**config.mk**
```make
export PLATFORM = sky130hd
export DESIGN_NAME = trap_ctrl
export DESIGN_NICKNAME = d
export VERILOG_FILES = /design/src/rtl/core_pkg.sv /design/src/rtl/trap_irq_prio.sv /design/src/rtl/trap_ctrl.sv
export SDC_FILE = /design/constraint.sdc
export NUM_CORES = 1
export LEC_CHECK = 0
export CAP_MARGIN = 20
export CELL_PAD_IN_SITES_DETAIL_PLACEMENT = 1
export CELL_PAD_IN_SITES_GLOBAL_PLACEMENT = 1
export CORE_ASPECT_RATIO = 0.75
export CORE_MARGIN = 8
export CORE_UTILIZATION = 26
export DETAILED_ROUTE_END_ITERATION = 8
export GPL_ROUTABILITY_DRIVEN = 1
export PLACE_DENSITY_LB_ADDON = 0.12
export SYNTH_ARGS = -nofsm -noshare
export SYNTH_HDL_FRONTEND = slang
export SYNTH_SLANG_ARGS = --single-unit
export TNS_END_PERCENT = 30
```
**constraint.sdc**
```tcl
create_clock -name clk -period 6.11 [get_ports clk]
set_clock_uncertainty 0.2 [all_clocks]
set_input_delay 0.9165 -clock clk [delete_from_list [all_inputs] [get_ports clk]]
set_output_delay 0.9165 -clock clk [all_outputs]
set_load 0.02 [all_outputs]
```
**src/rtl/core_pkg.sv**
```systemverilog
// Shared core types: trap sequencer states, cause codes and the fetch redirect mux select.
// Pure declarations; no logic, no latency, no flow control.
package core_pkg;

   typedef enum logic {
      EXCPC_MTVEC = 1'b0,
      EXCPC_MEPC  = 1'b1
   } exc_pc_mux_t;

   localparam logic [4:0] EXC_CAUSE_INSTR_MISALIGN = 5'd0;
   localparam logic [4:0] EXC_CAUSE_INSTR_FAULT    = 5'd1;
   localparam logic [4:0] EXC_CAUSE_ILLEGAL_INSN   = 5'd2;
   localparam logic [4:0] EXC_CAUSE_BREAKPOINT     = 5'd3;
   localparam logic [4:0] EXC_CAUSE_LOAD_FAULT     = 5'd5;
   localparam logic [4:0] EXC_CAUSE_STORE_FAULT    = 5'd7;
   localparam logic [4:0] EXC_CAUSE_ECALL_MMODE    = 5'd11;

   localparam logic [4:0] IRQ_CAUSE_MSI = 5'd3;
   localparam logic [4:0] IRQ_CAUSE_MTI = 5'd7;
   localparam logic [4:0] IRQ_CAUSE_MEI = 5'd11;

   localparam logic [1:0] MTVEC_MODE_VECTORED = 2'b01;

   typedef enum logic [1:0] {
      IDLE     = 2'd0,
      FLUSH    = 2'd1,
      UPDATE   = 2'd2,
      REDIRECT = 2'd3
   } trap_state_t;

   // What the sequencer latched in IDLE; drives mcause MSB and the redirect source.
   localparam logic [1:0] KIND_EXC  = 2'd0;
   localparam logic [1:0] KIND_IRQ  = 2'd1;
   localparam logic [1:0] KIND_MRET = 2'd2;

endpackage

```
**src/rtl/trap_irq_prio.sv**
```systemverilog
// Masks machine interrupt lines with mie/mstatus.mie and picks the winner (ext > sw > timer).
// Purely combinational, zero latency; no flow control.
module trap_irq_prio
   import core_pkg::*;
#(
   parameter int XLEN = 32
) (
   input  logic            irq_sw_i,
   input  logic            irq_timer_i,
   input  logic            irq_ext_i,
   input  logic            mstatus_mie_i,
   input  logic [XLEN-1:0] mie_i,
   output logic            irq_pend_o,
   output logic [4:0]      irq_code_o
);

   logic ext_en;
   logic sw_en;
   logic timer_en;
   logic unused_mie;

   assign ext_en   = irq_ext_i   & mie_i[11];
   assign sw_en    = irq_sw_i    & mie_i[3];
   assign timer_en = irq_timer_i & mie_i[7];

   assign unused_mie = ^{mie_i[XLEN-1:12], mie_i[10:8], mie_i[6:4], mie_i[2:0]};

   always_comb begin
      irq_pend_o = mstatus_mie_i & (ext_en | sw_en | timer_en);
      irq_code_o = 5'd0;
      if (ext_en)
         irq_code_o = IRQ_CAUSE_MEI;
      else if (sw_en)
         irq_code_o = IRQ_CAUSE_MSI;
      else if (timer_en)
         irq_code_o = IRQ_CAUSE_MTI;
   end

endmodule

```
**src/rtl/trap_ctrl.sv**
```systemverilog
// Machine-mode trap sequencer: flush, CSR update strobes, fetch redirect. Optional TRAP_CTRL_VECTORED_EN.
// Latency: trap redirect 3 cycles after the event edge, MRET 2; FLUSH holds while lsu_busy_i (LSU_WAIT=1).
// Backpressure: events outside IDLE are ignored; the pipeline is stalled until the redirect.
module trap_ctrl
   import core_pkg::*;
#(
   parameter int XLEN     = 32,
   parameter int LSU_WAIT = 1
) (
   input  logic            clk,
   input  logic            rst_n,
   input  logic            exc_valid_i,
   input  logic [4:0]      exc_cause_i,
   input  logic [XLEN-1:0] exc_pc_i,
   input  logic [XLEN-1:0] exc_tval_i,
   input  logic            mret_i,
   input  logic            mem_valid_i,
   input  logic [XLEN-1:0] mem_pc_i,
   input  logic            irq_sw_i,
   input  logic            irq_timer_i,
   input  logic            irq_ext_i,
   input  logic            mstatus_mie_i,
   input  logic [XLEN-1:0] mie_i,
   input  logic [XLEN-1:0] mtvec_i,
   input  logic [XLEN-1:0] mepc_i,
   input  logic            lsu_busy_i,
   output logic            stall_o,
   output logic            flush_o,
   output logic            mepc_we_o,
   output logic            mcause_we_o,
   output logic            mtval_we_o,
   output logic [XLEN-1:0] mepc_o,
   output logic [XLEN-1:0] mcause_o,
   output logic [XLEN-1:0] mtval_o,
   output logic            mstatus_trap_o,
   output logic            mstatus_mret_o,
   output logic            pc_set_o,
   output exc_pc_mux_t     exc_pc_mux_o,
   output logic [XLEN-1:0] trap_target_o
);

   trap_state_t     state_q;
   logic [1:0]      kind_q;
   logic [4:0]      cause_q;
   logic [XLEN-1:0] pc_q;
   logic [XLEN-1:0] tval_q;

   logic            irq_pend_raw;
   logic            irq_pend;
   logic [4:0]      irq_code;
   logic            lsu_hold;
   logic [XLEN-1:0] mtvec_base;
   logic [XLEN-1:0] trap_vec;

   trap_irq_prio #(.XLEN(XLEN)) u_irq_prio (
      .irq_sw_i      (irq_sw_i),
      .irq_timer_i   (irq_timer_i),
      .irq_ext_i     (irq_ext_i),
      .mstatus_mie_i (mstatus_mie_i),
      .mie_i         (mie_i),
      .irq_pend_o    (irq_pend_raw),
      .irq_code_o    (irq_code)
   );

   // Interrupts are only taken on an instruction boundary so mepc is a real PC.
   assign irq_pend   = irq_pend_raw & mem_valid_i;
   assign lsu_hold   = (LSU_WAIT != 0) && lsu_busy_i;
   assign mtvec_base = {mtvec_i[XLEN-1:2], 2'b00};

`ifdef TRAP_CTRL_VECTORED_EN
   assign trap_vec = ((mtvec_i[1:0] == MTVEC_MODE_VECTORED) && (kind_q == KIND_IRQ))
                   ? mtvec_base + {{(XLEN-7){1'b0}}, cause_q, 2'b00}
                   : mtvec_base;
`else
   logic unused_mode;
   assign unused_mode = ^mtvec_i[1:0];
   assign trap_vec    = mtvec_base;
`endif

   always_ff @(posedge clk or negedge rst_n) begin
      if (!rst_n) begin
         state_q <= IDLE;
         kind_q  <= KIND_EXC;
         cause_q <= '0;
         pc_q    <= '0;
         tval_q  <= '0;
      end else begin
         case (state_q)
            IDLE: begin
               if (exc_valid_i) begin
                  kind_q  <= KIND_EXC;
                  cause_q <= exc_cause_i;
                  pc_q    <= exc_pc_i;
                  tval_q  <= exc_tval_i;
                  state_q <= FLUSH;
               end else if (mret_i) begin
                  kind_q  <= KIND_MRET;
                  state_q <= FLUSH;
               end else if (irq_pend) begin
                  kind_q  <= KIND_IRQ;
                  cause_q <= irq_code;
                  pc_q    <= mem_pc_i;
                  tval_q  <= '0;
                  state_q <= FLUSH;
               end
            end
            FLUSH: begin
               if (!lsu_hold)
                  state_q <= (kind_q == KIND_MRET) ? REDIRECT : UPDATE;
            end
            UPDATE:   state_q <= REDIRECT;
            REDIRECT: state_q <= IDLE;
            default:  state_q <= IDLE;
         endcase
      end
   end

   // Outputs decode straight from state so an async reset drops every strobe at once.
   always_comb begin
      stall_o        = 1'b0;
      flush_o        = 1'b0;
      mepc_we_o      = 1'b0;
      mcause_we_o    = 1'b0;
      mtval_we_o     = 1'b0;
      mepc_o         = '0;
      mcause_o       = '0;
      mtval_o        = '0;
      mstatus_trap_o = 1'b0;
      mstatus_mret_o = 1'b0;
      pc_set_o       = 1'b0;
      exc_pc_mux_o   = EXCPC_MTVEC;
      trap_target_o  = '0;
      case (state_q)
         FLUSH: begin
            stall_o = 1'b1;
            flush_o = 1'b1;
         end
         UPDATE: begin
            stall_o        = 1'b1;
            mepc_we_o      = 1'b1;
            mcause_we_o    = 1'b1;
            mtval_we_o     = 1'b1;
            mstatus_trap_o = 1'b1;
            mepc_o         = {pc_q[XLEN-1:1], 1'b0};
            mcause_o       = {(kind_q == KIND_IRQ), {(XLEN-6){1'b0}}, cause_q};
            mtval_o        = tval_q;
         end
         REDIRECT: begin
            stall_o  = 1'b1;
            pc_set_o = 1'b1;
            if (kind_q == KIND_MRET) begin
               exc_pc_mux_o   = EXCPC_MEPC;
               trap_target_o  = mepc_i;
               mstatus_mret_o = 1'b1;
            end else begin
               trap_target_o = trap_vec;
            end
         end
         default: ;
      endcase
   end

endmodule

```
Word-level counts from Yosys, hierarchy flattened
Index checks and enable logic that the tools add are counted.

Equality and inequality tests: 8. Mux-type cells: 31. Bitwise logic cells: 7. Reductions and logical operators: 7.

Operator list (number): $mux 32 (11); $mux 5 (5); $mux 2 (6); $pmux 2 s4 (1); $mux 1 (7); $eq 2x2->1 const B (3); $and 1x1->1 (5); $eq 2x1->1 const B (2); $ne 2x2->1 const B (2); $ne 4x4->1 const B (1); $reduce_and 2->1 (2); $mux 3 (1); $reduce_and 3->1 (1); $reduce_bool 3->1 (1); $reduce_or 3->1 (1); $logic_not 2->1 (1); $or 1x1->1 (2); $reduce_bool 2->1 (1).

Bits in registers: 73. Input port bits: 207. Output and inout bits: 137. Word-level logic and storage cells: 58.

Longest topological paths before layout
Word-level depth: 9. Mapped depth: 7.

Cells and area by module
A second synthesis with hierarchy kept.

Cell total of the unflattened synthesis: 439. Area total of the unflattened synthesis: 4443.0 um^2.

By module, submodules not included: trap_ctrl (instances 1, cells each 429, area an instance 4375.4 um^2, seq. area each 1801.7 um^2); trap_irq_prio (instances 1, cells each 10, area an instance 67.6 um^2, seq. area each 0.0 um^2).

Worst setup path before layout
OpenSTA, ideal clock, no wires.

Path kind: register to output. From: reg state_q[0]. To: out mepc_o[21]. Arrival: 1.623 ns. Data required time: 4.993 ns. Slack: 3.370 ns. Stages on the path, launching flop included: 6. Path buffers: 2. Cells stage by stage: dfrtp_1 > inv_1 > ha_1 > clkbuf_1 > clkbuf_1 > and2_1.

Longest elaborated chain between the ends: 2.

RTL lines: from (decl) (RTL line trap_ctrl.sv:42) `trap_state_t state_q;`; from (signal assigned) (RTL line trap_ctrl.sv:109) `state_q <= (kind_q == KIND_MRET) ? REDIRECT : UPDATE;`; $eq 2x2->1 (RTL line trap_ctrl.sv:133) `case (state_q)`; $mux 32 (RTL line trap_ctrl.sv:133); to (decl) (RTL line trap_ctrl.sv:32) `output logic [XLEN-1:0] mepc_o,`.

Every way passes these cells.

Worst setup path after layout
From: reg state_q[0]. To: out mcause_o[3].

Longest elaborated chain between the ends: 2.

RTL lines: $eq 2x2->1 (RTL line trap_ctrl.sv:133); $mux 32 (RTL line trap_ctrl.sv:133); to (decl) (RTL line trap_ctrl.sv:33) `output logic [XLEN-1:0] mcause_o,`.

Every way passes these cells.

==> run metrics <==
status=finished, final reports clean; most instantiated cells after synthesis=dfrtp_1, and2_1, nand2_1; grt ovf=0; hold violation count in the final report=0; RD Place Congestion=0.808; WL/cell=19.8 µm; Lkg Pwr=0.00326 µW; CP Data Arrival Time=2540 ps; Via density=4.42; clk root buf=clkbuf_16; die extent in x=169 µm; Least-Margin Pin Slew=972 ps; Antenna Cells=0; CTS tree=done; final core utilization=0.448; Die H=131 µm; Synth Warn #=0; RSZ-0062 raised after global routing=false; # IOs=344; number of synthesized flops with an enable pin=0; Req. time, crit path=4990 ps; asr flop ratio synth=1.00; post-CTS setup buffer count=0; Crit path max-delay family=buffers and inverters; Post-CTS Hold Buffers=0; Register Area=1800 µm²; final setup fails=0; register area share after synthesis=0.395; fin. max-slew vios=0; Syn Std Cell Area=4560 µm²; Tcrit/Tclk final=0.598; IO Port Bufs=283; FMAX=0.273 GHz; syn_area_per_cell=10.3 µm²; Worst Setup Start Kind=flip-flop; cell count after synthesis=444; Pwr Density=431 nW/µm²; fill count=1923; slowest stage delay, CP=640 ps; top cells by area, synth=dfrtp_1, and2_1, mux2_4; dominant cell by count in the synthesized netlist=dfrtp_1; DR iter-0 viols=156; Distinct cells, synth=33; min Tclk post-route=3660 ps; CP Buf/Inv Count=3; Synth Flop Type=dfrtp_1; worst setup path class=reg2out; Final HPWL DP=14.6 mm; Max Cap Viol=0; via count=4215; Routed Antenna Nets=0; # H-tree levels=3; CP cell instances=inv_1, ha_2, buf_12, and2_1, clkdlybuf4s50_1; initial antenna violation count=1; total CTS buffers=9; VDD IR max=0.000142 V; Post-CTS Resized=0; drt pass-1 iters=4; Crit. End Element=output pin; Clk pin slew, worst setup/hold paths=60 ps; overall fraction of global-route tracks in use=0.167; Yosys top cell by area=dfrtp_1; Num Clock Sinks=72; clock tree buffer depth=2; layout cell share with drive strength beyond 1=0.129; total core area=17400 µm²; row count=42; vias in the first global route=4776; drt drc=0; Relative slew margins=0.352; final WL=18.8 mm; first-pass GRT wire length=28.5 mm; CP max-delay cell=clkdlybuf4s50_1; clock latency on the worst-skew pair=340 ps; die area=22100 µm²; Starting Density=0.262; Post-Route Setup TNS=0 ps; Syn-to-layout area delta=70.8%; FF+latch count, synth=72; Net count, final=918; footprint of the multi-input gates=2450 µm²; Min-Delay Path Class=reg2reg; largest net degree at the start of global routing=73; Yosys top cell area share=0.395; Crit Path Max Fanout=46
-- cells in the final DEF (no fill, tap or decap), types with 2 or more instances in the layout --
cell type          n
o21a_1             2
inv_1              5
a22o_1            34
clkinvlp_4         2
and3b_1            2
clkbuf_16          9
buf_4              5
a21boi_0          30
o21ai_0            3
o22a_1             2
dfrtp_1           72
and2_1            71
conb_1            27
o32ai_1            3
a21o_1             2
ha_1               4
nand2b_1           3
mux2_4            28
nor3_1             2
mux2_2            36
clkdlybuf4s50_1  281
and3_1             3
inv_6              2
nand2_1           65
-- worst paths after layout --
path	from	end	slack (ps)	cells after the start
max in group asynchronous	rst_n	tval_q[23]	4550	1
hold reg to reg	cause_q[0]	cause_q[0]	280	1
hold / removal	cause_q[0]	cause_q[0]	280	1
min in group asynchronous	rst_n	pc_q[6]	530	1
setup / recovery	state_q[0]	mcause_o[3]	2450	5
setup reg to reg	state_q[0]	cause_q[2]	3620	5
-- per-stage QoR --
step	cells	cell area, µm²	setup slack [ps]	hold slack [ps]	power (µW)
floorplan	470	4660	3370	252	1980
global placement	934	7430	2500	262	2740
detailed placement	936	7480	2660	274	2850
CTS	952	7770	2280	289	3420
global route	953	7790	2230	294	3580
finish	953	7790	2450	285	3360
-- where the power goes --
group / switching, µW / internal [µW] / total, µW
clock: 220 / 319 / 538
combinational: 960 / 1000 / 1960
sequential: 137 / 718 / 855
-- layout make-up --
cell class / instances / area share
inverters: 5 / 0.00241
repair buffers: 290 / 0.375
multi-input cells: 328 / 0.315
flip-flops and latches: 72 / 0.231
well taps: 242 / 0.0389
clock buffers: 10 / 0.0294
clock inverters: 6 / 0.00867
-- sequential cells by signal, indices dropped and copies added, names as in the netlist --
name / cells
cause_q: 5
kind_q: 2
pc_q: 31
state_q: 2
tval_q: 32
-- cells by family (layout without fill, tap and decap cells) --
family	count (synthesis)	in the layout	synth area share
mux	65	65	0.183
buf+inv	70	311	0.0916
fa+ha+maj	5	5	0.0137
simple gates	148	148	0.168
compound gates	83	83	0.148
flops	72	72	0.395
other cells	1	27	0.000822
-- metal layers --
layer	vias to the layer above	track usage	wire (µm)	share of wire
met3	13	0.0805	2100	0.11
met2	182	0.294	9170	0.49
met1	2041	0.180	7380	0.39
met4	2	0.0393	165	0.0088
li1	1977	-	-	-
met5	-	0	13	0.00069
-- worst reg2reg max path: stages (launching register included) --
cell and delay, ps:
dfrtp_1 420, inv_1 150, ha_1 420, o2111a_2 260
buf_4 500, mux2_2 410
Power figures use the tool's default switching activity.
==> RTL edit 1 (same settings) <==
`XLEN` is set to 32 in 2 places; all go to 24.
--- a/src/rtl/trap_irq_prio.sv
+++ b/src/rtl/trap_irq_prio.sv
@@ -3,7 +3,7 @@
 module trap_irq_prio
    import core_pkg::*;
 #(
-   parameter int XLEN = 32
+   parameter int XLEN = 24
 ) (
    input  logic            irq_sw_i,
    input  logic            irq_timer_i,
--- a/src/rtl/trap_ctrl.sv
+++ b/src/rtl/trap_ctrl.sv
@@ -4,7 +4,7 @@
 module trap_ctrl
    import core_pkg::*;
 #(
-   parameter int XLEN     = 32,
+   parameter int XLEN     = 24,
    parameter int LSU_WAIT = 1
 ) (
    input  logic            clk,
Interface: changed (10 resized); port bits go from 344 to 264. No check against the original RTL was run, so the function may have changed too.
==> RTL edit 1 against the unedited design <==
Sequential cell count down 16. Synthesized area decreased by 23%. Core utilization fell by 0.73 points. Combinational power down 24%. Cell area decreased by 24%. Fmax decreased by 0.37%. Total power down 28%. Routed wire length fell by 30%. Worst setup slack worse by 0.013 ns.
==> RTL edit 1: results (changes against the unedited design) <==
[clock_network]
cts_buffers = 5  ; -4
insertion_delay_ns = 0.29  ; -0.05 ns
htree_levels = 2  ; -1

[place]
hpwl_um = 10000  ; -31%
dp_slack_ns = 2.18  ; -0.484 ns
place_congestion = 0.707  ; -13%

[setup_path]
critPathMaxStageDelay_ns = 0.80  ; +0.16 ns
worstPathMaxFanout = 57  ; +24%
crit_slowest_cell = ha_2
cp.arrival_ns = 2.55  ; about the same
path_delay_family = adder cells

[yosys]
ys_top_cells_by_count = dfrtp_1, and2_1, nand2_1, mux2_2, a22o_1
synth_area_leaders = dfrtp_1, and2_1, mux2_2

[cells_and_area]
reg.largest.list = tval_q (24), pc_q (23), cause_q (5)
drive_gt1_frac = 0.113  ; -0.0167
finalNetCount = 713  ; -22%

[global_route]
first_global_vias = 3701  ; -23%
grt_pass1_wl_um = 20300  ; -29%
grt_usage = 0.144  ; -0.0228
antenna_found_initial = 0  ; -1
use_met1 = 0.168  ; -0.0127
met3_usage = 0.0595  ; -0.0209

[routing]
viasPerCell = 4.47  ; +1.0%
wire_per_inst_um = 18.1  ; -8.2%

[pwr]
ir_drop_uv = 148  ; +4.3%

[outcome]
status = complete, no violations

RTL edit 1: where the power goes:
part / internal, mW / switching [mW]
clock network: 0.153 / 0.137
logic: 0.758 / 0.728
registers: 0.553 / 0.0964
total: 1.46 / 0.962
RTL edit 1: path summary, 6_finish.rpt:
kind	startpoint	end	slack (ns)	cells after the start
min reg2reg	cause_q[1]$_DFFE_PN0P_	cause_q[1]$_DFFE_PN0P_	0.29	1
max	state_q[0]$_DFFE_PN0P_	mtval_o[2]	2.44	4
max reg2reg	state_q[0]$_DFFE_PN0P_	pc_q[3]$_DFFE_PN0P_	3.27	5
min in group asynchronous	rst_n	pc_q[10]$_DFFE_PN0P_	0.56	2
max in group asynchronous	rst_n	kind_q[0]$_DFFE_PN0P_	4.64	2
min	cause_q[1]$_DFFE_PN0P_	cause_q[1]$_DFFE_PN0P_	0.29	1
RTL edit 1: cells by family after synthesis:
family,Yosys count,share of synthesized area
mux,47,0.169
compound gates,65,0.152
simple gates,121,0.179
buf+inv,50,0.0840
fa+ha+maj,5,0.0177
other cells,1,0.00106
flops,56,0.397
RTL edit 1: cell type report:
| cell class | count | area, um^2 |
|---|---|---|
| fillers | 1489 | 7540 |
| repair buffers | 224 | 2250 |
| multi-input cells | 257 | 1900 |
| flip-flops and latches | 56 | 1400 |
| well taps | 175 | 219 |
| clock buffers | 6 | 129 |
| inverters | 5 | 18.8 |
| clock inverters | 2 | 13.8 |
RTL edit 1: routing by layer:
metal  wire [um]  vias up
met2        6480      105
met4          85        0
met3        1350        9
met1        5240     1582
li1            -     1543
met5           0        -
RTL edit 1: stage by stage:
stage | cells | cell area, um^2
after floorplan | 363 | 3600
after global placement | 715 | 5750
after detailed placement | 715 | 5750
after CTS | 723 | 5890
after global routing | 725 | 5930
final | 725 | 5930
==> RTL edit 2 (same flow settings) <==
Without the edit above. Re-encode `trap_state_t` (4 states) as one-hot, 4 bits wide.
--- a/src/rtl/core_pkg.sv
+++ b/src/rtl/core_pkg.sv
@@ -21,11 +21,11 @@
 
    localparam logic [1:0] MTVEC_MODE_VECTORED = 2'b01;
 
-   typedef enum logic [1:0] {
-      IDLE     = 2'd0,
-      FLUSH    = 2'd1,
-      UPDATE   = 2'd2,
-      REDIRECT = 2'd3
+   typedef enum logic [3:0] {
+      IDLE     = 4'b0001,
+      FLUSH    = 4'b0010,
+      UPDATE   = 4'b0100,
+      REDIRECT = 4'b1000
    } trap_state_t;
 
    // What the sequencer latched in IDLE; drives mcause MSB and the redirect source.
Check against the original RTL: no difference found for any inputs over 10 cycles, from zero or initial values and one cycle with rst_n low; not proved beyond that.
==> RTL edit 2 against the unedited design <==
Worst setup slack got worse by 0.32 ns. Synthesized area rose by 2.4%. Register-to-register slack lost 0.49 ns. Core utilization barely moved. Sequential share of layout area increased by 0.37 points. Cell area grew 1.2%. Critical path depth decreased by 1. Synthesized cell count grew 18%. Routed wire length grew 9.7%. Total power is 28% lower. Sequential cell count rose by 2.
==> RTL edit 2: results (changes against the unedited design) <==
[cells_and_area]
nClkBuffers = 9  ; -1
nonClockBufferCount = 292  ; +0.69%
fillers = 2007  ; +4.4%
multi_input_area_um2 = 2460  ; +0.41%
finalNetCount = 973  ; +6.0%
flops_and_latches = 74  ; +2.8%
area_share_nonclk_buffers = 0.372  ; -0.00235
ff_latch_area_um2 = 1850  ; +2.8%
comb.multi_input.count = 387  ; +18%
inv_count = 2  ; -3
fin_area_um2 = 7890  ; +1.2%

[global_route]
grt_max_degree = 102  ; +40%
grt_usage = 0.180  ; +0.0132
first_global_vias = 5461  ; +14%
grt_pass1_wl_um = 32300  ; +14%
antenna_found_initial = 0  ; -1

[setup_path]
crit_slowest_cell = nor4b_4
r2r-start = state_q[0]$_DFFE_PN1P_
crit_path_end = mcause_o[31]
cp.arrival_ns = 2.86  ; +0.32 ns
rr_endpoint = pc_q[7]$_DFFE_PN0P_
worstRegToRegCells = 4  ; -1
crit_start = state_q[1]$_DFFE_PN0P_
worstPathMaxFanout = 55  ; +20%
critPathMaxStageDelay_ns = 0.90  ; +0.26 ns
reg2reg_slack_ns = 3.13  ; -0.49 ns
path_delay_family = simple AND/OR/NAND/NOR gates

[floorplanning]
die_area_um2 = 22600  ; +2.1%

[yosys]
syn-mean-instance-area_um2 = 8.93  ; -13%
yosys-mux-area-fraction = 0.0643  ; -0.119
synth_seq_area_share = 0.397  ; +0.00178
synth_area_leaders = dfrtp_1, and2_1, a21oi_1
ys_top_cells_by_count = dfrtp_1, a21oi_1, and2_1, nand2_1, clkbuf_1
async_flop_share = 1.00  ; unchanged
synth_fa_ha_area_frac = 0  ; -0.0137
synth_compound_area_frac = 0.219  ; +0.0713
synthDistinctLibCells = 37  ; +12%

[routing]
met3_length_um = 2070  ; -1.6%
maxUsedRoutingLayer = met4
num_vias = 4906  ; +16%
wire_per_inst_um = 20.4  ; +3.2%
dr_wl_met2_um = 10100  ; +10%
met1_length_um = 8230  ; +11%
dr.pass1.iters = 5  ; +1

[timing]
maxSlewHeadroom = 0.317  ; -0.0353
worst_hold_slack_ns = 0.193  ; -0.0919 ns

[pwr]
ir_drop_uv = 263  ; +84%
leakage_nw = 3.32  ; +1.8%

[min_path]
hp-class = in2async

[place]
dp_cells = 996  ; +6.4%
dpl_cell_area_um2 = 7530  ; +0.74%
hpwl_um = 15200  ; +4.4%
dp_slack_ns = 2.40  ; -0.260 ns
place_congestion = 0.857  ; +6.0%

[outcome]
status = complete, no violations

RTL edit 2: cell types whose count changed after synthesis, sizes merged, moves of 4 or more:
cell	change
a21oi	+67
mux2	-64
a22o	-34
a31o	+33
and3	+33
a32oi	+31
a21boi	-30
mux2i	+29
clkbuf	+22
ha	-5
nand2	-4
RTL edit 2: layer usage:
layer / global-route usage / vias to the layer above
met5: 0 / -
li1: - / 2299
met4: 0.0408 / 0
met3: 0.0694 / 19
met2: 0.307 / 190
met1: 0.210 / 2398
RTL edit 2: worst reg2reg max path, delay by kind of cell (launching register included):
kind	cells	cell delay, ns
simple gates	2	1.48
flops	1	0.58
buf+inv	1	0.41
compound gates	1	0.22
RTL edit 2: power breakdown:
group	leakage, nW	switching (mW)	internal, mW	total (mW)
logic	2.28	0.528	0.458	0.985
clock network	0.160	0.229	0.361	0.590
registers	0.874	0.121	0.723	0.844
